===== config.mk =====
export PLATFORM = sky130hd
export DESIGN_NAME = jtag_host
export DESIGN_NICKNAME = d
export VERILOG_FILES = /design/src/rtl/jtag_pkg.sv /design/src/rtl/jtag_tap_tracker.sv /design/src/rtl/jtag_host.sv
export SDC_FILE = /design/constraint.sdc
export NUM_CORES = 1
export LEC_CHECK = 0
export BUFFER_PORTS_ARGS = -buffer_cell sky130_fd_sc_hd__buf_4
export CAP_MARGIN = 20
export CORE_UTILIZATION = 45
export CTS_BUF_LIST = sky130_fd_sc_hd__clkbuf_16
export CTS_CLUSTER_DIAMETER = 120
export DETAILED_ROUTE_END_ITERATION = 12
export PLACE_DENSITY = 0.69
export SYNTH_ARGS = -nofsm -noshare
export SYNTH_HDL_FRONTEND = slang
export SYNTH_HIERARCHICAL = 1
export SYNTH_SLANG_ARGS = --single-unit
export TNS_END_PERCENT = 5

===== constraint.sdc =====
create_clock -name clk -period 4 [get_ports clk]
set_input_delay 0 -clock clk [delete_from_list [all_inputs] [get_ports clk]]
set_output_delay 0 -clock clk [all_outputs]
set_load 0.01 [all_outputs]

===== src/rtl/jtag_pkg.sv =====
// ============================================================================
// jtag_pkg : shared types for the JTAG host (TAP encoding, ops, host FSM)
// Revision : 1.0
// ============================================================================
`default_nettype none

package jtag_pkg;

  typedef enum logic [3:0] {
    TAP_EX2_DR   = 4'h0,
    TAP_EX1_DR   = 4'h1,
    TAP_SHIFT_DR = 4'h2,
    TAP_PAUSE_DR = 4'h3,
    TAP_SEL_IR   = 4'h4,
    TAP_UPD_DR   = 4'h5,
    TAP_CAP_DR   = 4'h6,
    TAP_SEL_DR   = 4'h7,
    TAP_EX2_IR   = 4'h8,
    TAP_EX1_IR   = 4'h9,
    TAP_SHIFT_IR = 4'hA,
    TAP_PAUSE_IR = 4'hB,
    TAP_RTI      = 4'hC,
    TAP_UPD_IR   = 4'hD,
    TAP_CAP_IR   = 4'hE,
    TAP_TLR      = 4'hF
  } tap_state_e;

  typedef enum logic [1:0] {
    OP_TLR  = 2'b00,
    OP_IR   = 2'b01,
    OP_DR   = 2'b10,
    OP_IDLE = 2'b11
  } cmd_op_e;

  typedef enum logic [2:0] {
    ST_INIT    = 3'd0,
    ST_READY   = 3'd1,
    ST_PRE     = 3'd2,
    ST_SHIFT   = 3'd3,
    ST_POST    = 3'd4,
    ST_IDLECLK = 3'd5,
    ST_DONE    = 3'd6
  } host_state_e;

  localparam int unsigned TLR_TMS_ONES = 5;

  function automatic tap_state_e tap_next(input tap_state_e s, input logic tms);
    tap_state_e n;
    n = TAP_TLR;
    case (s)
      TAP_TLR:      n = tms ? TAP_TLR    : TAP_RTI;
      TAP_RTI:      n = tms ? TAP_SEL_DR : TAP_RTI;
      TAP_SEL_DR:   n = tms ? TAP_SEL_IR : TAP_CAP_DR;
      TAP_CAP_DR:   n = tms ? TAP_EX1_DR : TAP_SHIFT_DR;
      TAP_SHIFT_DR: n = tms ? TAP_EX1_DR : TAP_SHIFT_DR;
      TAP_EX1_DR:   n = tms ? TAP_UPD_DR : TAP_PAUSE_DR;
      TAP_PAUSE_DR: n = tms ? TAP_EX2_DR : TAP_PAUSE_DR;
      TAP_EX2_DR:   n = tms ? TAP_UPD_DR : TAP_SHIFT_DR;
      TAP_UPD_DR:   n = tms ? TAP_SEL_DR : TAP_RTI;
      TAP_SEL_IR:   n = tms ? TAP_TLR    : TAP_CAP_IR;
      TAP_CAP_IR:   n = tms ? TAP_EX1_IR : TAP_SHIFT_IR;
      TAP_SHIFT_IR: n = tms ? TAP_EX1_IR : TAP_SHIFT_IR;
      TAP_EX1_IR:   n = tms ? TAP_UPD_IR : TAP_PAUSE_IR;
      TAP_PAUSE_IR: n = tms ? TAP_EX2_IR : TAP_PAUSE_IR;
      TAP_EX2_IR:   n = tms ? TAP_UPD_IR : TAP_SHIFT_IR;
      TAP_UPD_IR:   n = tms ? TAP_SEL_DR : TAP_RTI;
      default:      n = TAP_TLR;
    endcase
    return n;
  endfunction

endpackage

`default_nettype wire


===== src/rtl/jtag_tap_tracker.sv =====
// ============================================================================
// jtag_tap_tracker : mirror of the target TAP state, driven by our own TMS
// Revision : 1.0
// ============================================================================
`default_nettype none

module jtag_tap_tracker
  import jtag_pkg::*;
(
  input  logic       clk,
  input  logic       rst_n,
  input  logic       tms_i,
  output tap_state_e tap_state_o
);

  tap_state_e tap_q;

  // TMS is forced high during reset, so the target is in TLR when we leave it
  always_ff @(posedge clk or negedge rst_n) begin
    if (!rst_n) tap_q <= TAP_TLR;
    else        tap_q <= tap_next(tap_q, tms_i);
  end

  assign tap_state_o = tap_q;

endmodule

`default_nettype wire


===== src/rtl/jtag_host.sv =====
// ============================================================================
// jtag_host : command-driven JTAG master (TLR, IR/DR scans, idle clocking)
// Revision : 1.0
// ============================================================================
`default_nettype none

module jtag_host
  import jtag_pkg::*;
#(
  parameter int WIDTH = 16,
  parameter int LENW  = 5
) (
  input  logic             clk,
  input  logic             rst_n,
  input  logic             cmd_valid,
  output logic             cmd_ready,
  input  logic [1:0]       cmd_op,
  input  logic [LENW-1:0]  cmd_len,
  input  logic [WIDTH-1:0] cmd_data,
  output logic             rsp_valid,
  output logic [WIDTH-1:0] rsp_data,
  output logic             busy,
  output logic             tms,
  output logic             tdi,
  input  logic             tdo
);

  localparam logic [LENW-1:0] WIDTH_L   = LENW'(WIDTH);
  localparam logic [LENW-1:0] INIT_LAST = LENW'(TLR_TMS_ONES);
  localparam logic [LENW-1:0] ONE_L     = LENW'(1);

  host_state_e      state_q, state_d;
  cmd_op_e          op_q, op_d;
  logic [LENW-1:0]  cnt_q, cnt_d, n_q, n_d, pre_last;
  logic [WIDTH-1:0] sh_q, sh_d, cap_q, cap_d, rsp_q, rsp_d;
  logic             rsp_valid_q, rsp_valid_d, tlr_rsp_q, tlr_rsp_d;
  logic             tms_q, tms_d, tdi_q, tdi_d;
  tap_state_e       tap_state;
  logic             tap_shifting;

  jtag_tap_tracker u_tap (
    .clk         (clk),
    .rst_n       (rst_n),
    .tms_i       (tms_q),
    .tap_state_o (tap_state)
  );

  assign tap_shifting = (tap_state == TAP_SHIFT_DR) || (tap_state == TAP_SHIFT_IR);
  assign pre_last     = (op_q == OP_IR) ? LENW'(3) : LENW'(2);

  always_comb begin
    state_d     = state_q;
    op_d        = op_q;
    cnt_d       = cnt_q;
    n_d         = n_q;
    sh_d        = sh_q;
    cap_d       = cap_q;
    rsp_d       = rsp_q;
    rsp_valid_d = 1'b0;
    tlr_rsp_d   = tlr_rsp_q;
    tms_d       = 1'b0;
    tdi_d       = 1'b0;

    case (state_q)
      ST_INIT: begin
        if (cnt_q == INIT_LAST) begin
          state_d     = ST_READY;
          cnt_d       = '0;
          rsp_valid_d = tlr_rsp_q;
          tlr_rsp_d   = 1'b0;
          if (tlr_rsp_q) rsp_d = '0;
        end else begin
          cnt_d = cnt_q + ONE_L;
        end
      end
      ST_READY: begin
        if (cmd_valid) begin
          op_d  = cmd_op_e'(cmd_op);
          sh_d  = cmd_data;
          cap_d = '0;
          cnt_d = '0;
          if (cmd_len == '0)          n_d = ONE_L;
          else if (cmd_len > WIDTH_L) n_d = WIDTH_L;
          else                        n_d = cmd_len;
          case (op_d)
            OP_TLR: begin
              state_d   = ST_INIT;
              tlr_rsp_d = 1'b1;
            end
            OP_IDLE: state_d = ST_IDLECLK;
            default: state_d = ST_PRE;
          endcase
        end
      end
      ST_PRE: begin
        if (cnt_q == pre_last) begin
          state_d = ST_SHIFT;
          cnt_d   = '0;
        end else begin
          cnt_d = cnt_q + ONE_L;
        end
      end
      ST_SHIFT: begin
        // capture fills from the top; right-justified once the length is known
        if (tap_shifting) cap_d = {tdo, cap_q[WIDTH-1:1]};
        sh_d = sh_q >> 1;
        if (cnt_q == n_q - ONE_L) state_d = ST_POST;
        else                      cnt_d   = cnt_q + ONE_L;
      end
      ST_POST: state_d = ST_DONE;
      ST_DONE: begin
        state_d     = ST_READY;
        rsp_valid_d = 1'b1;
        rsp_d       = cap_q >> (WIDTH_L - n_q);
      end
      ST_IDLECLK: begin
        if (cnt_q == n_q - ONE_L) begin
          state_d     = ST_READY;
          rsp_valid_d = 1'b1;
          rsp_d       = '0;
        end else begin
          cnt_d = cnt_q + ONE_L;
        end
      end
      default: begin
        state_d = ST_INIT;
        cnt_d   = '0;
      end
    endcase

    // Pin values are decoded from the next state so tms/tdi leave a flop
    case (state_d)
      ST_INIT:  tms_d = (cnt_d != INIT_LAST);
      ST_PRE:   tms_d = (cnt_d == '0) || ((op_d == OP_IR) && (cnt_d == ONE_L));
      ST_SHIFT: begin
        tms_d = (cnt_d == n_d - ONE_L);
        tdi_d = sh_d[0];
      end
      ST_POST:  tms_d = 1'b1;
      default:  tms_d = 1'b0;
    endcase
  end

  always_ff @(posedge clk or negedge rst_n) begin
    if (!rst_n) begin
      state_q     <= ST_INIT;
      op_q        <= OP_TLR;
      cnt_q       <= '0;
      n_q         <= ONE_L;
      sh_q        <= '0;
      cap_q       <= '0;
      rsp_q       <= '0;
      rsp_valid_q <= 1'b0;
      tlr_rsp_q   <= 1'b0;
      tms_q       <= 1'b1;
      tdi_q       <= 1'b0;
    end else begin
      state_q     <= state_d;
      op_q        <= op_d;
      cnt_q       <= cnt_d;
      n_q         <= n_d;
      sh_q        <= sh_d;
      cap_q       <= cap_d;
      rsp_q       <= rsp_d;
      rsp_valid_q <= rsp_valid_d;
      tlr_rsp_q   <= tlr_rsp_d;
      tms_q       <= tms_d;
      tdi_q       <= tdi_d;
    end
  end

  assign cmd_ready = (state_q == ST_READY);
  assign busy      = ~cmd_ready;
  assign rsp_valid = rsp_valid_q;
  assign rsp_data  = rsp_q;
  assign tms       = tms_q;
  assign tdi       = tdi_q;

endmodule

`default_nettype wire

Yosys cells after proc, flatten, opt, wreduce, memory -nomap -nowiden

Cells that the tools add are included.

Input port bits: 27
Word-level logic and storage cells: 130
Register bits: 71

Shift operators: 1
Reductions and logical operators: 21
$add $sub $neg: 4
Bitwise logic cells: 1
Equal/unequal tests: 39
Mux-type cells: 50
$lt $le $gt $ge: 1

Operators with widths:

| kind                                                | count |
|---|---|
| 2-to-1 mux 16 bit                                   | 6 |
| one-hot mux 16 bit (2 select lines)                 | 2 |
| one-hot mux 16 bit (3 select lines)                 | 1 |
| one-hot mux 4 bit (12 select lines)                 | 1 |
| 2-to-1 mux 5 bit                                    | 8 |
| equality test 4 bit, second input constant          | 8 |
| 2-to-1 mux 3 bit                                    | 9 |
| one-hot mux 5 bit (5 select lines)                  | 1 |
| one-hot mux 3 bit (7 select lines)                  | 1 |
| equality test 4 x 3 -> 1 bit, second input constant | 4 |
| 2-to-1 mux 2 bit                                    | 8 |
| >> shifter 16 x 5 -> 16 bit                         | 1 |
| equality test 3 x 2 -> 1 bit, second input constant | 4 |
| equality test 3 bit, second input constant          | 4 |
| equality test 5 bit                                 | 2 |
| zero test 5 bit                                     | 2 |
| != test 2 bit, second input constant                | 5 |
| subtractor 5 x 1 -> 5 bit, second input constant    | 2 |
| equality test 4 x 2 -> 1 bit, second input constant | 2 |
| 2-to-1 mux 1 bit                                    | 8 |
| AND reduction 4 bit                                 | 2 |
| OR reduction 2 bit                                  | 4 |
| zero test 3 bit                                     | 2 |
| one-hot mux 3 bit (2 select lines)                  | 1 |
| other kinds (26)                                    | 29 |

Longest topological paths before layout

Word-level depth: 9
Mapped depth: 13
Mapped depth without buffers: 12

Cells and area by module

Netlist, hierarchy kept.

By module, submodules not included:

| module           | sequential area each (µm²) | cells each | instances | area each (µm²) |
|---|---|---|---|---|
| jtag_host        | 1679.1                     | 439        | 1         | 4056.4 |
| jtag_tap_tracker | 105.1                      | 19         | 1         | 197.7 |

Least setup slack after synthesis

No wires, ideal clock.

Path kind: reg2reg
Start: register n_q[0]
End: register tms_q (netlist: tms)
Arrival time: 2.897 ns
Period minus slack after synthesis: 2.971 ns
Slack: 1.029 ns
Required time: 3.925 ns
Stages on the path, launching flop included: 13
Path buffers: 1
Cells stage by stage: dfstp_2 -> buf_6 -> clkinv_1 -> ha_1 -> xnor2_1 -> a211o_1 -> a211oi_4 -> o21bai_2 -> a41oi_2 -> nor2_2 -> nor4b_2 -> a2bb2oi_2 -> o22ai_2

Word-level cells in the longest chain between the ends: 8
Elaborated cells on any way between the ends: 21
Those cells by class: add/sub: 2; eq/ne: 7; mux: 8; reduce/logical: 4

RTL lines:

| what                                 | RTL line                           | text |
|---|---|---|
| from (decl)                          | jtag_host.sv:34                    | `logic [LENW-1:0] cnt_q, cnt_d, n_q, n_d, pre_last;` |
| from (signal assigned)               | jtag_host.sv:161                   | `n_q <= n_d;` |
| subtractor 5 x 1 -> 5 bit *          | jtag_host.sv:107, jtag_host.sv:117 |  |
| equality test 5 bit *                | jtag_host.sv:107, jtag_host.sv:117 |  |
| 2-to-1 mux 5 bit *                   | jtag_host.sv:107, jtag_host.sv:117 |  |
| one-hot mux 5 bit (5 select lines) * | jtag_host.sv:64                    | `case (state_q)` |
| named net cnt_d[4]                   | jtag_host.sv:34                    |  |
| equality test 5 x 1 -> 1 bit         | jtag_host.sv:134                   | `ST_PRE: tms_d = (cnt_d == '0) \|\| ((op_d == OP_IR) && (cnt_d == ONE_L));` |
| logical AND 1 bit                    | jtag_host.sv:134                   |  |
| logical OR 1 bit                     | jtag_host.sv:134                   |  |
| one-hot mux 1 bit (4 select lines) * | jtag_host.sv:132                   | `case (state_d)` |
| named net tms_d                      | jtag_host.sv:37                    | `logic tms_q, tms_d, tdi_q, tdi_d;` |
| to (signal assigned)                 | jtag_host.sv:167                   | `tms_q <= tms_d;` |
| to (decl)                            | jtag_host.sv:37                    |  |

Mark *: on every way through the listed nets, which the timed path passes. The rest lies on a longest branch.
A chain may end at the register's enable or synchronous reset.

Worst setup path in the final report

Start: register n_q[0]
End: register tms_q (netlist: tms)

Elaborated cells on any way between the ends: 21
Those cells by class: add/sub: 2; eq/ne: 7; mux: 8; reduce/logical: 4

RTL lines:

| what                                        | RTL line                           | text |
|---|---|---|
| subtractor 5 x 1 -> 5 bit *                 | jtag_host.sv:107, jtag_host.sv:117 |  |
| equality test 5 bit *                       | jtag_host.sv:107, jtag_host.sv:117 |  |
| 2-to-1 mux 3 bit (on tied branches)         | jtag_host.sv:117, jtag_host.sv:107 |  |
| one-hot mux 3 bit (7 select lines) *        | jtag_host.sv:64                    |  |
| named net state_d[2]                        | jtag_host.sv:32                    | `host_state_e state_q, state_d;` |
| equality test 3 bit (tied with other cells) | jtag_host.sv:132                   |  |
| one-hot mux 1 bit (4 select lines) *        | jtag_host.sv:132                   |  |
| named net tms_d                             | jtag_host.sv:37                    |  |

Marked as above.

==> flow_summary.ini <==
[global_route]
gr-total-overflow = 0
grt_pass1_wl_um = 16600
grt_max_degree = 72
grt_pass1_vias = 3349
grt_use_total_pct = 21.4
antenna_found_initial = 0

[status]
run_status = completed

[timing]
timing.max_slew.rel_slack_pct = 39.2
finClkSkew_ns = 0.00568
hold_viol_final = 0
fmaxAchievable_ghz = 0.326
min_period_over_period_pct = 76.7
worst_slack_ns = 0.933
fin_tns_setup_ns = 0
rsz0062_at_grt = no
slew_viol_final = 0
setup_viol_count_final = 0
finalCriticalPeriod_ns = 3.07
worstMarginPinSlew_ns = 0.908

[final_layout]
area_growth_pct = 21.5
nets = 553
antenna-diode-count = 0
drive_gt1_share_pct = 20.0
final_area_um2 = 5170

[clock_tree]
clk_pin_slew_ns = 0.06
postCtsSetupBuffers = 0
cts.sinks = 71
post_cts_resized = 0
cts_buffer_depth = 2
htree_levels = 3
cts_tree = built
postCtsHoldBufs = 20
cts_buffers = 9
insertion_delay_ns = 0.33
cts_root_buf = clkbuf_16

[synthesis]
synth_cell_types = 75
synthArstFlopShare_pct = 100
ys_warn_count = 6
ys_seq_elements = 71
netlist_area_um2 = 4250
ys.flop_type = dfrtp_1
syn_area_per_cell_um2 = 9.29
synth_edf_count = 0
syn_nets = 492
yosysSeqAreaShare_pct = 41.9
syn-instance-count = 458

[hold_path]
holdPathStages = 3
min-delay-path-class = input pin to flop

[die]
ios = 48
core_um2 = 9200
die_w_um = 99.2
num_rows = 35
start_util_pct = 46.3
die-area_um2 = 9850
die_y_um = 99.2

[placement]
postPlaceCellArea_um2 = 4660
gp_congestion = 0.850
dpl_worst_slack_ns = 0.921
hpwlAfterDp_um = 6920
port_buffers = 47

[pwr]
total_power_w = 0.00406
p_leak_nw = 2.35
p_per_area_nw_per_um2 = 786
vdd_drop_max_uv = 304

[critical_path]
required_ns = 4.26
reg2regPathDepth = 10
cp-start-kind = flop
cp.arrival_ns = 3.33
crit_type = flop to flop
cp_max_fo = 8
critPathCaptureType = flop

[routing]
vias = 3532
drcViolationCount = 0
wl_per_cell_um = 15.5
dr.pass1.iters = 4
wl_um = 9850
viasPerCell = 5.56
drt-initial-drc-count = 154
ant_nets = 0

[run]
maxCapViolCount = 0
layout by cell type (no fill, tap or decap), drive strengths merged, types with 3 or more instances in the layout:
master       netlist  final
nand3             12     12
o21bai             3      3
a22oi             15     15
mux4               8      8
nor3               8      8
buf                8     55
and3               3      3
and2               3      3
nand2             99     99
dfstp              6      6
clkinv             1      6
ha                 7      7
dlygate4sd3        0     20
nor2              27     27
o21ai             40     40
a21oi             23     23
dfrtp             65     65
or3                3      3
nand3b             6      6
clkbuf            17      9
xor2               8      8
mux2i              9      9
a22o              11     11
a31oi              4      4
inv               15     15
nor2b              7      7
a211oi             4      4
xnor2             10     10
routing by layer:
layer  wire [um]  global-route usage, %  part of all wire (%)
met1        4660                   29.2                    47
met5           0                      0                     0
met3         331                   3.94                   3.4
met4         123                   6.45                   1.2
met2        4740                   34.7                    48
power by group:
| part | leakage [nW] | internal [W] | switching [W] |
|---|---|---|---|
| combinational | 1.27 | 0.000870 | 0.00120 |
| sequential | 0.932 | 0.000933 | 0.000252 |
| clock | 0.145 | 0.000483 | 0.000321 |
| total | 2.35 | 0.00229 | 0.00178 |
critical path: stages (launching register included):
cell and delay (ns):
dfstp_2 0.53, clkinv_1 0.18, ha_1 0.38, xnor2_1 0.13
a211o_1 0.32, a211oi_4 0.38, nand2_1 0.13, a31o_2 0.31
nor3_1 0.33, nand4_1 0.17, o22ai_2 0.14
worst paths after layout:
| kind | end | slack [ns] | from |
|---|---|---|---|
| max | tms$_DFF_PN1_ | 0.93 | n_q[0]$_DFF_PN1_ |
| min | op_q[0]$_DFF_PN0_ | 0.01 | cmd_op[0] |
| max reg2reg | tms$_DFF_PN1_ | 0.93 | n_q[0]$_DFF_PN1_ |
| min reg2reg | sh_q[5]$_DFFE_PN0P_ | 0.48 | sh_q[5]$_DFFE_PN0P_ |
| max in group asynchronous | cap_q[6]$_DFFE_PN0P_ | 3.08 | rst_n |
| min in group asynchronous | rsp_valid$_DFF_PN0_ | 0.34 | rst_n |
stage by stage:
step	utilization (%)	hold WS, ns	std cells
4_1_cts	56.1	0.00238	634
5_1_grt	56.2	0.0342	635
3_5_place_dp	50.7	0.192	598
6_report	56.2	0.0140	635
2_1_floorplan	-	-0.296	458
3_3_place_gp	50.7	0.185	598
state kept, by name, indices dropped and copies added (netlist names):
| name | count |
|---|---|
| tms | 1 |
| op_q | 2 |
| sh_q | 16 |
| state_q | 3 |
| rsp_data | 16 |
| n_q | 5 |
| u_tap/tap_state_o | 4 |
| tdi | 1 |
| cnt_q | 5 |
| tlr_rsp_q | 1 |
| cap_q | 16 |
| rsp_valid | 1 |
synthesized netlist by cell type (all sizes together) (8+ instances only):
library cell | n | area [um2]
xor2 | 8 | 70.1
nand2 | 99 | 372
xnor2 | 10 | 95.1
inv | 15 | 56.3
nand3 | 12 | 60.1
o21ai | 40 | 200
buf | 8 | 65.1
dfrtp | 65 | 1630
clkbuf | 17 | 73.8
a21oi | 23 | 123
a22oi | 15 | 113
mux2i | 9 | 90.1
nor2 | 27 | 106
nor3 | 8 | 51.3
a22o | 11 | 96.3
mux4 | 8 | 195
cell type report:
type                            instances  area (um2)
Clock inverter                          7        73.8
Sequential cell                        71        1780
Multi-Input combinational cell        346        2270
Tap cell                              111         139
Inverter                               16        60.1
Clock buffer                            9         225
Timing Repair Buffer                   75         613
Fill cell                             819        4030
logic make-up (layout without fill, tap and decap cells):
group	Yosys count	count (layout)	share of synthesized area, %
flip-flops	71	71	41.9
XOR/XNOR	19	19	4.44
adder cells (fa/ha/maj)	7	7	2.06
AO/OA/AOI/OAI	118	118	19.2
AND/OR/NAND/NOR	184	184	20.7
multiplexers	18	18	6.97
buffers and inverters	41	107	4.68
No activity file was read; power rests on OpenSTA's default activity.
